===== config.mk =====
export PLATFORM = sky130hd
export DESIGN_NAME = serial_deser
export DESIGN_NICKNAME = d
export VERILOG_FILES = /design/src/rtl/serial_deser.sv
export SDC_FILE = /design/constraint.sdc
export NUM_CORES = 1
export LEC_CHECK = 0
export BUFFER_PORTS_ARGS = -buffer_cell sky130_fd_sc_hd__buf_2
export CAP_MARGIN = 20
export CORE_ASPECT_RATIO = 1.75
export CORE_MARGIN = 1
export CORE_UTILIZATION = 35
export CTS_CLUSTER_SIZE = 14
export DETAILED_ROUTE_END_ITERATION = 10
export SLEW_MARGIN = 10
export SYNTH_ARGS = -nofsm -noshare
export SYNTH_HDL_FRONTEND = slang
export SYNTH_SLANG_ARGS = --single-unit

===== constraint.sdc =====
create_clock -name clk -period 2.5 [get_ports clk]
set_input_delay 0.5 -clock clk [delete_from_list [all_inputs] [get_ports clk]]
set_output_delay 0.5 -clock clk [all_outputs]
set_load 0.005 [all_outputs]

===== src/rtl/serial_deser.sv =====
`timescale 1ns/1ps
`default_nettype none
// ============================================================================
// Module   : serial_deser
// Purpose  : Frames a start-marked serial bit stream into WIDTH-bit words and
//            presents them on a valid/ready port with a one-word buffer.
//            Optional even-parity bit per word: SERIAL_DESER_PARITY_EN.
// Revision : 1.0  initial release
// ============================================================================
module serial_deser #(
    parameter int WIDTH     = 8,
    parameter bit MSB_FIRST = 1'b0
) (
    input  logic             clk,
    input  logic             rst_n,
    input  logic             D,
    input  logic             bit_valid,
    input  logic             start,
    output logic [WIDTH-1:0] data_out,
    output logic             data_valid,
    input  logic             data_ready,
    output logic             busy,
    output logic             overrun
`ifdef SERIAL_DESER_PARITY_EN
    ,
    output logic             parity_err
`endif
);

    localparam int                 c_cnt_w    = $clog2(WIDTH + 1);
    localparam logic [c_cnt_w-1:0] c_last_pos = c_cnt_w'(WIDTH - 1);
    localparam logic [WIDTH-1:0]   c_one      = WIDTH'(1);

`ifdef SERIAL_DESER_PARITY_EN
    typedef enum logic [1:0] {
        IDLE   = 2'd0,
        SHIFT  = 2'd1,
        PARITY = 2'd2
    } state_t;
`else
    typedef enum logic [1:0] {
        IDLE   = 2'd0,
        SHIFT  = 2'd1
    } state_t;
`endif

    state_t               r_state;
    logic [c_cnt_w-1:0]   r_count;
    logic [WIDTH-1:0]     r_shift;

    logic                 w_restart;
    logic                 w_take;
    logic                 w_last;
    logic                 w_complete;
    logic [c_cnt_w-1:0]   w_pos;
    logic [WIDTH-1:0]     w_mask;
    logic [WIDTH-1:0]     w_word;
    logic [WIDTH-1:0]     w_done_word;
`ifdef SERIAL_DESER_PARITY_EN
    logic                 w_par_edge;
    logic                 w_par_bad;
`endif

    // One-hot mask selecting where the bit at stream position w_pos lands.
    generate
        if (MSB_FIRST) begin : g_msb_first
            assign w_mask = (c_one << (WIDTH - 1)) >> w_pos;
        end else begin : g_lsb_first
            assign w_mask = c_one << w_pos;
        end
    endgenerate

    always_comb begin
        w_restart = bit_valid && start;
        w_pos     = w_restart ? '0 : r_count;
        w_take    = bit_valid && (start || (r_state == SHIFT));
        // A restart discards whatever partial word was being collected.
        w_word    = ((w_restart ? '0 : r_shift) & ~w_mask) | ({WIDTH{D}} & w_mask);
        w_last    = (w_pos == c_last_pos);
`ifdef SERIAL_DESER_PARITY_EN
        w_par_edge  = bit_valid && !start && (r_state == PARITY);
        w_par_bad   = ^{r_shift, D};
        w_complete  = w_par_edge;
        w_done_word = r_shift;
`else
        w_complete  = w_take && w_last;
        w_done_word = w_word;
`endif
    end

    always_ff @(posedge clk or negedge rst_n) begin
        if (!rst_n) begin
            r_state    <= IDLE;
            r_count    <= '0;
            r_shift    <= '0;
            data_out   <= '0;
            data_valid <= 1'b0;
            busy       <= 1'b0;
            overrun    <= 1'b0;
`ifdef SERIAL_DESER_PARITY_EN
            parity_err <= 1'b0;
`endif
        end else begin
            overrun    <= 1'b0;
`ifdef SERIAL_DESER_PARITY_EN
            parity_err <= 1'b0;
`endif
            if (w_take) begin
                r_shift <= w_word;
                if (w_last) begin
`ifdef SERIAL_DESER_PARITY_EN
                    r_state <= PARITY;
                    r_count <= c_cnt_w'(WIDTH);
                    busy    <= 1'b1;
`else
                    r_state <= IDLE;
                    r_count <= '0;
                    busy    <= 1'b0;
`endif
                end else begin
                    r_state <= SHIFT;
                    r_count <= w_pos + c_cnt_w'(1);
                    busy    <= 1'b1;
                end
            end
`ifdef SERIAL_DESER_PARITY_EN
            else if (w_par_edge) begin
                r_state    <= IDLE;
                r_count    <= '0;
                busy       <= 1'b0;
                parity_err <= w_par_bad;
            end
`endif

            // A word consumed on the completing edge frees the buffer for the new one.
            if (w_complete) begin
                if (!data_valid || data_ready) begin
                    data_out   <= w_done_word;
                    data_valid <= 1'b1;
                end else begin
                    overrun <= 1'b1;
                end
            end else if (data_valid && data_ready) begin
                data_valid <= 1'b0;
            end
        end
    end

endmodule
`default_nettype wire


* Word-level counts from Yosys, hierarchy flattened
Index checks and enable logic that the tools add are counted.
** Word-level totals
- Output and inout bits :: 11
- Memory bits (read-only) :: 0
- Register bits :: 25
- RAM bits :: 0
- Memories :: 0
- Bits in latches :: 0
** Operators by class
- Add/subtract/negate cells :: 1
- Equality and inequality tests :: 3
- Multipliers :: 0
- Shift operators :: 1
- Divide/modulo/power cells :: 0
- Reduce and logical (&&, ||, !) cells :: 10
- Multiplexer cells :: 10
- Bitwise gates (word level) :: 4
- $lt $le $gt $ge :: 0
** Operator list (number)
- $and 8x8->8 :: 2
- $mux 4 :: 2
- $mux 8 :: 1
- $not 8->8 :: 1
- $or 8x8->8 :: 1
- $shl 1x4->8 const A :: 1
- $mux 1 :: 7
- $add 4x1->4 const B :: 1
- $eq 4x3->1 const B :: 1
- $logic_and 1x1->1 :: 4
- $reduce_and 2->1 :: 2
- $eq 2x1->1 const B :: 1
- $logic_or 1x1->1 :: 2
- $ne 2x1->1 const B :: 1
- $reduce_bool 2->1 :: 1
- $logic_not 1->1 :: 1

* Depth between registers and ports, before layout
Gate-level depths: netlist of the first run.
- Word-level depth :: 6
- Gate-level depth with buffers :: 7
- Depth with buffers taken out :: 6

* Worst setup path before layout of the first run
Ideal clock, no wire load.
- Kind :: input -> register
- Start point :: input port start
- End point :: register data_out[0]
- Library setup time :: 135 ps
- Stages :: 7
- Arrival :: 1802 ps
- Slack :: 563 ps
- Cells stage by stage :: buf_2 > nand2_1 > nand2_1 > ha_1 > or3b_2 > a32oi_1 > mux2i_1
** Between the ends
- Cells in the longest elaborated chain, start to end :: 6
- Elaborated cells on any way between the ends :: 13
** RTL lines
- from (decl) :: line 18 : input logic start,
- $logic_and 1x1->1 :: line 74 : w_restart = bit_valid && start;
- $mux 4 :: line 75 : w_pos = w_restart ? '0 : r_count;
- $shl 1x4->8 :: line 69 : assign w_mask = c_one << w_pos;
- $not 8->8 :: line 78 : w_word = ((w_restart ? '0 : r_shift) & ~w_mask) | ({WIDTH{D}} & w_mask);
- $and 8x8->8 :: line 78
- $or 8x8->8 :: line 78
- to (signal assigned) :: line 138 : data_out <= w_done_word;
- to (decl) :: line 19 : output logic [WIDTH-1:0] data_out,
Parallel ways exist; a longest one is shown, timed or not.
A chain may end at the register's enable or synchronous reset.

* Final worst setup path of the first run
- Start point :: register r_count[2]
- End point :: register data_out[7]
** Between the ends
- Cells in the longest elaborated chain, start to end :: 5
- Elaborated cells on any way between the ends :: 9
** RTL lines
- from (decl) :: line 48 : logic [c_cnt_w-1:0] r_count;
- from (signal assigned) :: line 122 : r_count <= w_pos + c_cnt_w'(1);
- $mux 4 (*) :: line 75
- $shl 1x4->8 :: line 69
- $not 8->8 :: line 78
- $and 8x8->8 :: line 78
- $or 8x8->8 :: line 78
Mark *: on every way between the ends. The rest lies on a longest branch, timed or not.

==> impl_summary.log, run 1 <==
[metrics] run status: finished clean
[metrics] Routability Congestion: 0.788
[metrics] Core Footprint: 3630 um^2
[metrics] initial antenna violation count: 0
[metrics] share of synthesized area occupied by flip-flops and latches: 43.5%
[metrics] most common cell after layout, fill and taps aside: dfrtp_1
[metrics] global router's overall resource usage: 15.7%
[metrics] post-route clock period utilization: 76.0%
[metrics] count of unique library cells instantiated by Yosys: 46
[metrics] kind of critical path: reg -> reg
[metrics] worst setup margin: 600 ps
[metrics] Root Driver: clkbuf_8
[metrics] Detailed Route WL: 2.81 mm
[metrics] antenna violation net count after detailed routing: 0
[metrics] number of fill cells in the layout: 372
[metrics] total chip power: 1440 uW
[metrics] growth of design area from synthesis to finish: 10.4%
[metrics] cell count after synthesis: 121
[metrics] transition at the pin with the smallest max-transition slack: 642 ps
[metrics] commonest cells after routing, fill and taps aside: dfrtp_1 (23), buf_2 (16), nand2_1 (9), o31ai_1 (9), mux2i_1 (5)
[metrics] Avg Synthesized Cell Area: 10.9 um^2
[metrics] final net count: 142
[metrics] startpoint of the most critical register-to-register path: r_count[2]
[metrics] largest net degree at the start of global routing: 24
[metrics] number of enable-type register cells in the synthesized netlist: 0
[metrics] Finish-stage setup viols: 0
[metrics] standard-cell rows: 29
[metrics] post-CTS setup buffer count: 0
[metrics] highest fanout seen on the critical path: 12
[metrics] ant diodes: 0
[metrics] sort of element at the end of the critical path: register
[metrics] I/O pins: 17
[metrics] clk sinks: 23
[metrics] number of violations of the max-capacitance limit: 0
[metrics] via count of the routed design: 1009
[metrics] number of design rule violations left after detail routing: 0
[metrics] Worst Setup Start Kind: register
[metrics] average wire length per cell after detail routing: 15.7 um
[metrics] number of buffers created by CTS: 3
[metrics] peak supply drop: 0.000322 V
[metrics] library cell contributing the largest single delay on the critical path: dfrtp_1
[metrics] upper clock frequency limit: 0.526 GHz
[metrics] pre-CTS worst setup slack: 353 ps
[metrics] total die area: 4040 um^2
[metrics] Yosys reg bits: 23
[metrics] share of post-route cells with drive strength above 1: 25.6%
[metrics] predominant post-synthesis flop cell: dfrtp_1
[metrics] class of the worst hold path: in -> async
[metrics] TritonCTS clock tree: done
[metrics] Fin. Hold Viols: 0
[metrics] HPWL after detailed placement: 2.15 mm
[metrics] input/output buffers: 16
[metrics] post-synthesis instance area: 1320 um^2
[metrics] critical path arrival: 2060 ps
[metrics] width of the die: 48.5 um
[metrics] quantity of hold-fixing buffers added after cts: 0
[metrics] number of gates resized after CTS: 0
[metrics] Clock Latency Late Sink: 270 ps
[metrics] Synthesized Nets: 129
[metrics] Crit path largest cell delay: 610 ps
[metrics] r2r worst-path depth: 3
[metrics] Post-Route Skew: 3.85 ps
[metrics] effective utilization at floorplan: 36.5%
[metrics] portion of synthesized cell area occupied by the leading cell type: 43.5%
[metrics] max-slew violation total from the final report: 0
[metrics] buffer levels on the longest clock path: 2
[metrics] Min Clock Period, post-route: 1900 ps
[metrics] leakage dissipation: 0.000616 uW
[metrics] final standard cell utilization of the core: 40.3%
[metrics] share of synthesized registers carrying an async set or reset: 100%
[metrics] number of global-route vias before repair: 1036
[metrics] top cells by area in the synthesized netlist: dfrtp_1 (43%), o31ai_1 (5.1%), mux2i_1 (3.8%)
[metrics] global-route wire length before repair: 4.93 mm
[metrics] Congestion Overflow GR: 0
[metrics] RSZ-0062 raised after global routing: false
[metrics] drt first-iter violations: 17
[metrics] Reg2Reg Setup Slack: 600 ps
[metrics] detailed-route vias per instance: 5.64
[metrics] endpoint of the worst register-to-register path: data_out[7]
[metrics] Clock H-tree levels: 1
[metrics] final sum of negative setup slack: 0 ps
[metrics] area leader, netlist: dfrtp_1
[metrics] Max-Slew Margin vs Limit: 57.2%
[metrics] CTS clk-pin slew, worst paths: 90 ps
[metrics] total power per unit cell area: 984 nW/um^2
[metrics] Worst EP required: 2660 ps
[metrics] first-pass iteration count of the detailed router: 4
[metrics] die height: 83.4 um
[metrics] list of cells traversed by the critical path: nand4b_1, nor4_4, mux2_4
[metrics] warning count from the yosys run: 0
critical path: cells and delay by family, from the launching register on:
| kind | cells | cell delay [ps] |
|---|---|---|
| flip-flops | 1 | 610 |
| multiplexers | 1 | 340 |
| AND/OR/NAND/NOR | 2 | 840 |
report_power, final:
part	total (uW)	switching, uW	internal (uW)
logic	542	256	286
clock network	240	127	113
registers	656	149	508
total	1440	531	906
layout make-up:
type,count,area [um^2],area share (%)
timing repair buffer,18,95.1,6.51
tap,46,57.6,3.94
clock buffer,3,41.3,2.83
multi-input combinational,84,669,45.8
sequential,23,576,39.4
clock inverter,1,7.51,0.514
inverter,4,15.0,1.03
stage by stage:
step,hold slack [ps],cells,instance area [um^2]
CTS,217,179,1460
floorplan,204,121,1320
finish,194,179,1460
global route,232,179,1460
detailed placement,466,175,1410
global placement,462,175,1410
registers in the layout (all words and copies together), names as in the netlist:
signal      cells
data_valid      1
overrun         1
busy            1
data_out        8
r_shift         8
r_count         4
kinds of logic after synthesis:
| kind of cell | Yosys count | synth area share [%] |
|---|---|---|
| AO/OA/AOI/OAI | 32 | 19.0 |
| AND/OR/NAND/NOR | 41 | 22.2 |
| buffers and inverters | 14 | 5.95 |
| flip-flops | 23 | 43.5 |
| adder cells (fa/ha/maj) | 2 | 1.89 |
| multiplexers | 9 | 7.47 |
worst max-delay path by stage:
| stage | endpoint | depth (start not counted) | start | slack (ps) |
|---|---|---|---|---|
| 2_1_floorplan | data_out[0] | 7 | start | 560 |
| 3_3_place_gp | data_out[0] | 7 | start | 390 |
| 3_5_place_dp | data_out[0] | 7 | start | 350 |
| 4_1_cts | data_out[7] | 3 | r_count[2] | 600 |
| 5_1_grt | data_out[0] | 7 | start | 440 |
| 6_report | data_out[7] | 3 | r_count[2] | 600 |
synthesized netlist by cell type, types with 3 or more instances:
master and count:
inv_1 4, nand4_1 3, mux2i_1 5, o41ai_1 4, nand3_1 3, nand2b_1 3, o31ai_1 9, buf_2 5
nor2b_1 4, and2_1 4, mux2_2 3, dfrtp_1 23, nand2_1 9
per-layer routing:
metal | GRT usage (%) | up-vias | share of wire (%)
met5 | 0 | - | 0
met4 | 8.82 | 0 | 2.7
met3 | 2.38 | 8 | 1.8
met2 | 27.9 | 17 | 57
met1 | 17.4 | 499 | 39
li1 | - | 485 | -
Power figures use the tool's default switching activity.
==> run 2: changes to the inputs <==
clock period = 2 ns   (was 2.5 ns; I/O delays follow)
==> run 2 against run 1 <==
Sequential power is 18% higher; final cell count up 2.8%; global-route usage shrank 0.33 points; flip-flop and latch count unchanged; hold slack lost 100 ps; register-to-register slack lost 340 ps; total power grew 28%; first-iteration DRC count increased to 2.5 times the previous value; maximum frequency up 8.9%; worst setup slack worse by 340 ps; critical path type unchanged; largest power group unchanged; highest routed layer unchanged.
==> impl_summary.log, run 2 (synthesized netlist as in run 1, its figures left out) <==
[metrics] antenna violation net count after detailed routing: 0
[metrics] Finish-stage setup viols: 0
[metrics] grt met3 use: 1.65%
[metrics] via count of the routed design: 1013
[metrics] run status: finished clean
[metrics] Routability Congestion: 0.792
[metrics] total die area: 4040 um^2
[metrics] met2 layer usage reported by global route: 30.0%
[metrics] upper clock frequency limit: 0.573 GHz
[metrics] Reg2Reg Setup Slack: 260 ps
[metrics] initial antenna violation count: 0
[metrics] Worst EP required: 2140 ps
[metrics] commonest cells after routing, fill and taps aside: dfrtp_1 (23), buf_2 (16), nand2_1 (9), o31ai_1 (9), buf_4 (7)
[metrics] ant diodes: 0
[metrics] standard-cell rows: 29
[metrics] final net count: 147
[metrics] M1 GR Usage: 16.4%
[metrics] input/output buffers: 16
[metrics] Post-Route Skew: 1.40 ps
[metrics] average wire length per cell after detail routing: 15.6 um
[metrics] critical path arrival: 1890 ps
[metrics] startpoint of the most critical register-to-register path: r_count[0]
[metrics] RSZ-0062 raised after global routing: false
[metrics] buffer levels on the longest clock path: 2
[metrics] quantity of hold-fixing buffers added after cts: 0
[metrics] largest net degree at the start of global routing: 24
[metrics] TritonCTS clock tree: done
[metrics] I/O pins: 17
[metrics] post-CTS setup buffer count: 0
[metrics] kind of critical path: reg -> reg
[metrics] endpoint of the worst register-to-register path: data_out[0]
[metrics] Worst Setup Start Kind: register
[metrics] share of post-route cells with drive strength above 1: 28.3%
[metrics] total power per unit cell area: 1220 nW/um^2
[metrics] width of the die: 48.5 um
[metrics] worst setup margin: 256 ps
[metrics] Min Clock Period, post-route: 1740 ps
[metrics] Max-Slew Margin vs Limit: 59.5%
[metrics] max-slew violation total from the final report: 0
[metrics] worst slack on hold paths: 93.8 ps
[metrics] die height: 83.4 um
[metrics] highest-utilization routing layer at the global route stage: met2
[metrics] number of global-route vias before repair: 1005
[metrics] peak supply drop: 0.000430 V
[metrics] r2r worst-path depth: 5
[metrics] effective utilization at floorplan: 36.5%
[metrics] sort of element at the end of the critical path: register
[metrics] CTS clk-pin slew, worst paths: 90 ps
[metrics] number of buffers created by CTS: 3
[metrics] Clock H-tree levels: 1
[metrics] clk sinks: 23
[metrics] leakage dissipation: 0.000639 uW
[metrics] global router's overall resource usage: 15.4%
[metrics] post-route clock period utilization: 87.2%
[metrics] class of the worst hold path: in -> async
[metrics] most common cell after layout, fill and taps aside: dfrtp_1
[metrics] pre-CTS worst setup slack: 121 ps
[metrics] growth of design area from synthesis to finish: 13.2%
[metrics] number of violations of the max-capacitance limit: 0
[metrics] HPWL after detailed placement: 2.12 mm
[metrics] global-route wire length before repair: 4.79 mm
[metrics] transition at the pin with the smallest max-transition slack: 607 ps
[metrics] final sum of negative setup slack: 0 ps
[metrics] highest fanout seen on the critical path: 13
[metrics] Detailed Route WL: 2.87 mm
[metrics] number of design rule violations left after detail routing: 0
[metrics] number of gates resized after CTS: 0
[metrics] Congestion Overflow GR: 0
[metrics] Core Footprint: 3630 um^2
[metrics] Root Driver: clkbuf_8
[metrics] Fin. Hold Viols: 0
[metrics] detailed-route vias per instance: 5.51
[metrics] first-pass iteration count of the detailed router: 4
[metrics] Clock Latency Late Sink: 260 ps
[metrics] drt first-iter violations: 43
[metrics] largest registers: data_out: 8 flops, r_shift: 8 flops, r_count: 4 flops
run 2: changes by cell type in the layout (fill, tap and decap cells not counted):
cell   change
buf_4      +5
run 2: critical path: stages, from the launching register on:
cell,delay (ps)
dfrtp_1,530
nand2_1,120
ha_1,170
or3b_2,440
a32oi_1,250
mux2i_1,100
run 2: metal layers:
layer | part of all wire [%] | wire (um)
met4 | 1.3 | 38
met3 | 1.8 | 51
met5 | 0 | 0
met1 | 41 | 1170
met2 | 56 | 1610
run 2: layout make-up:
cell class / count / area [um^2]
clock buffers: 3 / 41.3
clock inverters: 1 / 7.51
fillers: 374 / 2130
inverters: 4 / 15.0
multi-input cells: 84 / 669
flip-flops and latches: 23 / 576
well taps: 46 / 57.6
repair buffers: 23 / 133
run 2: worst max path at each step:
| stage | start | to | slack [ps] | cells after the start |
|---|---|---|---|---|
| floorplan | start | data_out[0] | 160 | 7 |
| global placement | start | data_out[7] | 120 | 5 |
| detailed placement | start | data_out[7] | 120 | 5 |
| CTS | r_count[0] | data_out[7] | 220 | 3 |
| global route | r_count[0] | r_shift[0] | 80 | 5 |
| finish | r_count[0] | data_out[0] | 260 | 5 |
run 2: per-stage QoR:
stage          util (%)  instances  total power [uW]  instance area (um^2)
6_report           41.3        184              1840                  1500
5_1_grt            41.3        184              1980                  1500
4_1_cts            41.3        184              1850                  1500
3_5_place_dp       40.0        180              1550                  1450
3_3_place_gp       40.0        180              1530                  1450
2_1_floorplan         -        121              1330                  1320
run 2: power by group:
group | total [uW] | internal [uW] | switching, uW | leakage (uW)
logic | 758 | 388 | 370 | 0.000321
registers | 777 | 635 | 142 | 0.000296
clock network | 300 | 141 | 159 | 0.0000217
==> run 3: changes to the inputs <==
CORE_ASPECT_RATIO = 0.75   (was 1.75)
==> run 3 against run 2 <==
Routed wire length is 2.3% higher; register-to-register slack hardly changed; critical endpoint unchanged; highest routed layer unchanged; critical path depth stayed put; maximum frequency about the same; utilization is 2.5 points higher; cell area grew 0.67%; via count increased by 3.2%; die area decreased by 0.17%; critical path type unchanged.
==> impl_summary.log, run 3 (synthesized netlist as in run 1, its figures left out) <==
[metrics] share of post-route cells with drive strength above 1: 28.8%
[metrics] initial antenna violation count: 0
[metrics] commonest cells after routing, fill and taps aside: dfrtp_1 (23), buf_2 (16), nand2_1 (9), o31ai_1 (9), buf_4 (8)
[metrics] detailed-route vias per instance: 5.53
[metrics] Post-Route Skew: 5.54 ps
[metrics] number of buffers created by CTS: 3
[metrics] Min Clock Period, post-route: 1740 ps
[metrics] largest net degree at the start of global routing: 24
[metrics] ant diodes: 0
[metrics] Root Driver: clkbuf_8
[metrics] switching part of the total power: 36.9%
[metrics] buffer levels on the longest clock path: 2
[metrics] proportion of power drawn by the clock network: 15.9%
[metrics] Finish-stage setup viols: 0
[metrics] Fin. Hold Viols: 0
[metrics] Worst EP required: 2140 ps
[metrics] upper clock frequency limit: 0.573 GHz
[metrics] effective utilization at floorplan: 38.4%
[metrics] highest fanout seen on the critical path: 11
[metrics] input/output buffers: 16
[metrics] growth of design area from synthesis to finish: 14.0%
[metrics] clk sinks: 23
[metrics] startpoint of the most critical register-to-register path: r_count[1]
[metrics] number of violations of the max-capacitance limit: 0
[metrics] first-pass iteration count of the detailed router: 4
[metrics] global router's overall resource usage: 15.5%
[metrics] Clock Latency Late Sink: 270 ps
[metrics] Max-Slew Margin vs Limit: 56.5%
[metrics] critical path arrival: 1890 ps
[metrics] drt first-iter violations: 42
[metrics] number of design rule violations left after detail routing: 0
[metrics] relative contribution of combinational cells to total power: 41.8%
[metrics] startpoint of the most critical setup path: r_count[1]
[metrics] standard-cell rows: 18
[metrics] post-CTS setup buffer count: 0
[metrics] via count of the routed design: 1045
[metrics] total die area: 4030 um^2
[metrics] switching pwr: 681 uW
[metrics] RSZ-0062 raised after global routing: false
[metrics] total power per unit cell area: 1220 nW/um^2
[metrics] Routability Congestion: 0.820
[metrics] HPWL after detailed placement: 2.13 mm
[metrics] final sum of negative setup slack: 0 ps
[metrics] number of global-route vias before repair: 913
[metrics] average wire length per cell after detail routing: 15.5 um
[metrics] Congestion Overflow GR: 0
[metrics] largest registers: data_out: 8 flops, r_shift: 8 flops, r_count: 4 flops
[metrics] peak supply drop: 0.000658 V
[metrics] die height: 55.3 um
[metrics] run status: finished clean
[metrics] max-slew violation total from the final report: 0
[metrics] most common cell after layout, fill and taps aside: dfrtp_1
[metrics] Detailed Route WL: 2.94 mm
[metrics] TritonCTS clock tree: done
[metrics] internal power summed over all cells: 1160 uW
[metrics] final net count: 148
[metrics] transition at the pin with the smallest max-transition slack: 653 ps
[metrics] sort of element at the end of the critical path: register
[metrics] kind of critical path: reg -> reg
[metrics] leakage dissipation: 0.000648 uW
[metrics] Core Footprint: 3450 um^2
[metrics] quantity of hold-fixing buffers added after cts: 0
[metrics] Worst Setup Start Kind: register
[metrics] I/O pins: 17
[metrics] antenna violation net count after detailed routing: 0
[metrics] Clock H-tree levels: 1
[metrics] proportion of power drawn by flip-flops and latches: 42.3%
[metrics] number of gates resized after CTS: 0
[metrics] class of the worst hold path: in -> async
[metrics] CTS clk-pin slew, worst paths: 90 ps
[metrics] post-route clock period utilization: 87.2%
[metrics] width of the die: 73.0 um
[metrics] final standard cell utilization of the core: 43.8%
[metrics] global-route wire length before repair: 4.67 mm
[run 3: changes by cell type in the layout (fill, tap and decap cells not counted), sizes merged]
cell      before  now
buf           23   24
clkinv         0    1
clkinvlp       1    0
[run 3: critical path, stage by stage (launching register included)]
cell and delay (ps):
dfrtp_1 530, nand2_1 120, ha_1 180, or3b_2 440, a32oi_1 250, mux2i_1 110
[run 3: path summary, 6_finish.rpt]
kind	slack, ps	end	cells after the start
hold reg to reg	490	r_shift[3]	2
setup reg to reg	260	data_out[0]	5
hold / removal	90	data_out[1]	1
max in group asynchronous	1550	r_shift[5]	1
min in group clk	490	r_shift[3]	2
setup / recovery	260	data_out[0]	5
[run 3: routing by layer]
layer,GRT usage (%),part of all wire (%),up-vias
met5,0,0,-
met4,4.20,0.78,0
met3,4.56,5.8,2
met2,21.6,41,36
met1,23.0,53,509
li1,-,-,498
[run 3: area by class of cell]
class,count,area (um^2)
fill,332,1940
multi-input combinational,84,669
sequential,23,576
timing repair buffer,24,140
tap,50,62.6
clock buffer,3,41.3
inverter,4,15.0
clock inverter,1,5.00
[run 3: metrics by stage]
stage,cells,setup WS (ps),power (uW),hold slack (ps),instance area (um^2)
floorplan,121,163,1330,104,1320
global placement,185,217,1530,399,1460
detailed placement,185,128,1560,405,1460
CTS,189,248,1860,109,1510
global route,189,109,1980,129,1510
finish,189,256,1840,94.5,1510
[run 3: power groups by stage]
stage | Clock (uW) | Sequential [uW] | Combinational (uW)
finish | 293 | 781 | 770
global route | 326 | 808 | 850
CTS | 304 | 778 | 775
detailed placement | 0 | 788 | 771
global placement | 0 | 779 | 751
floorplan | 0 | 737 | 592
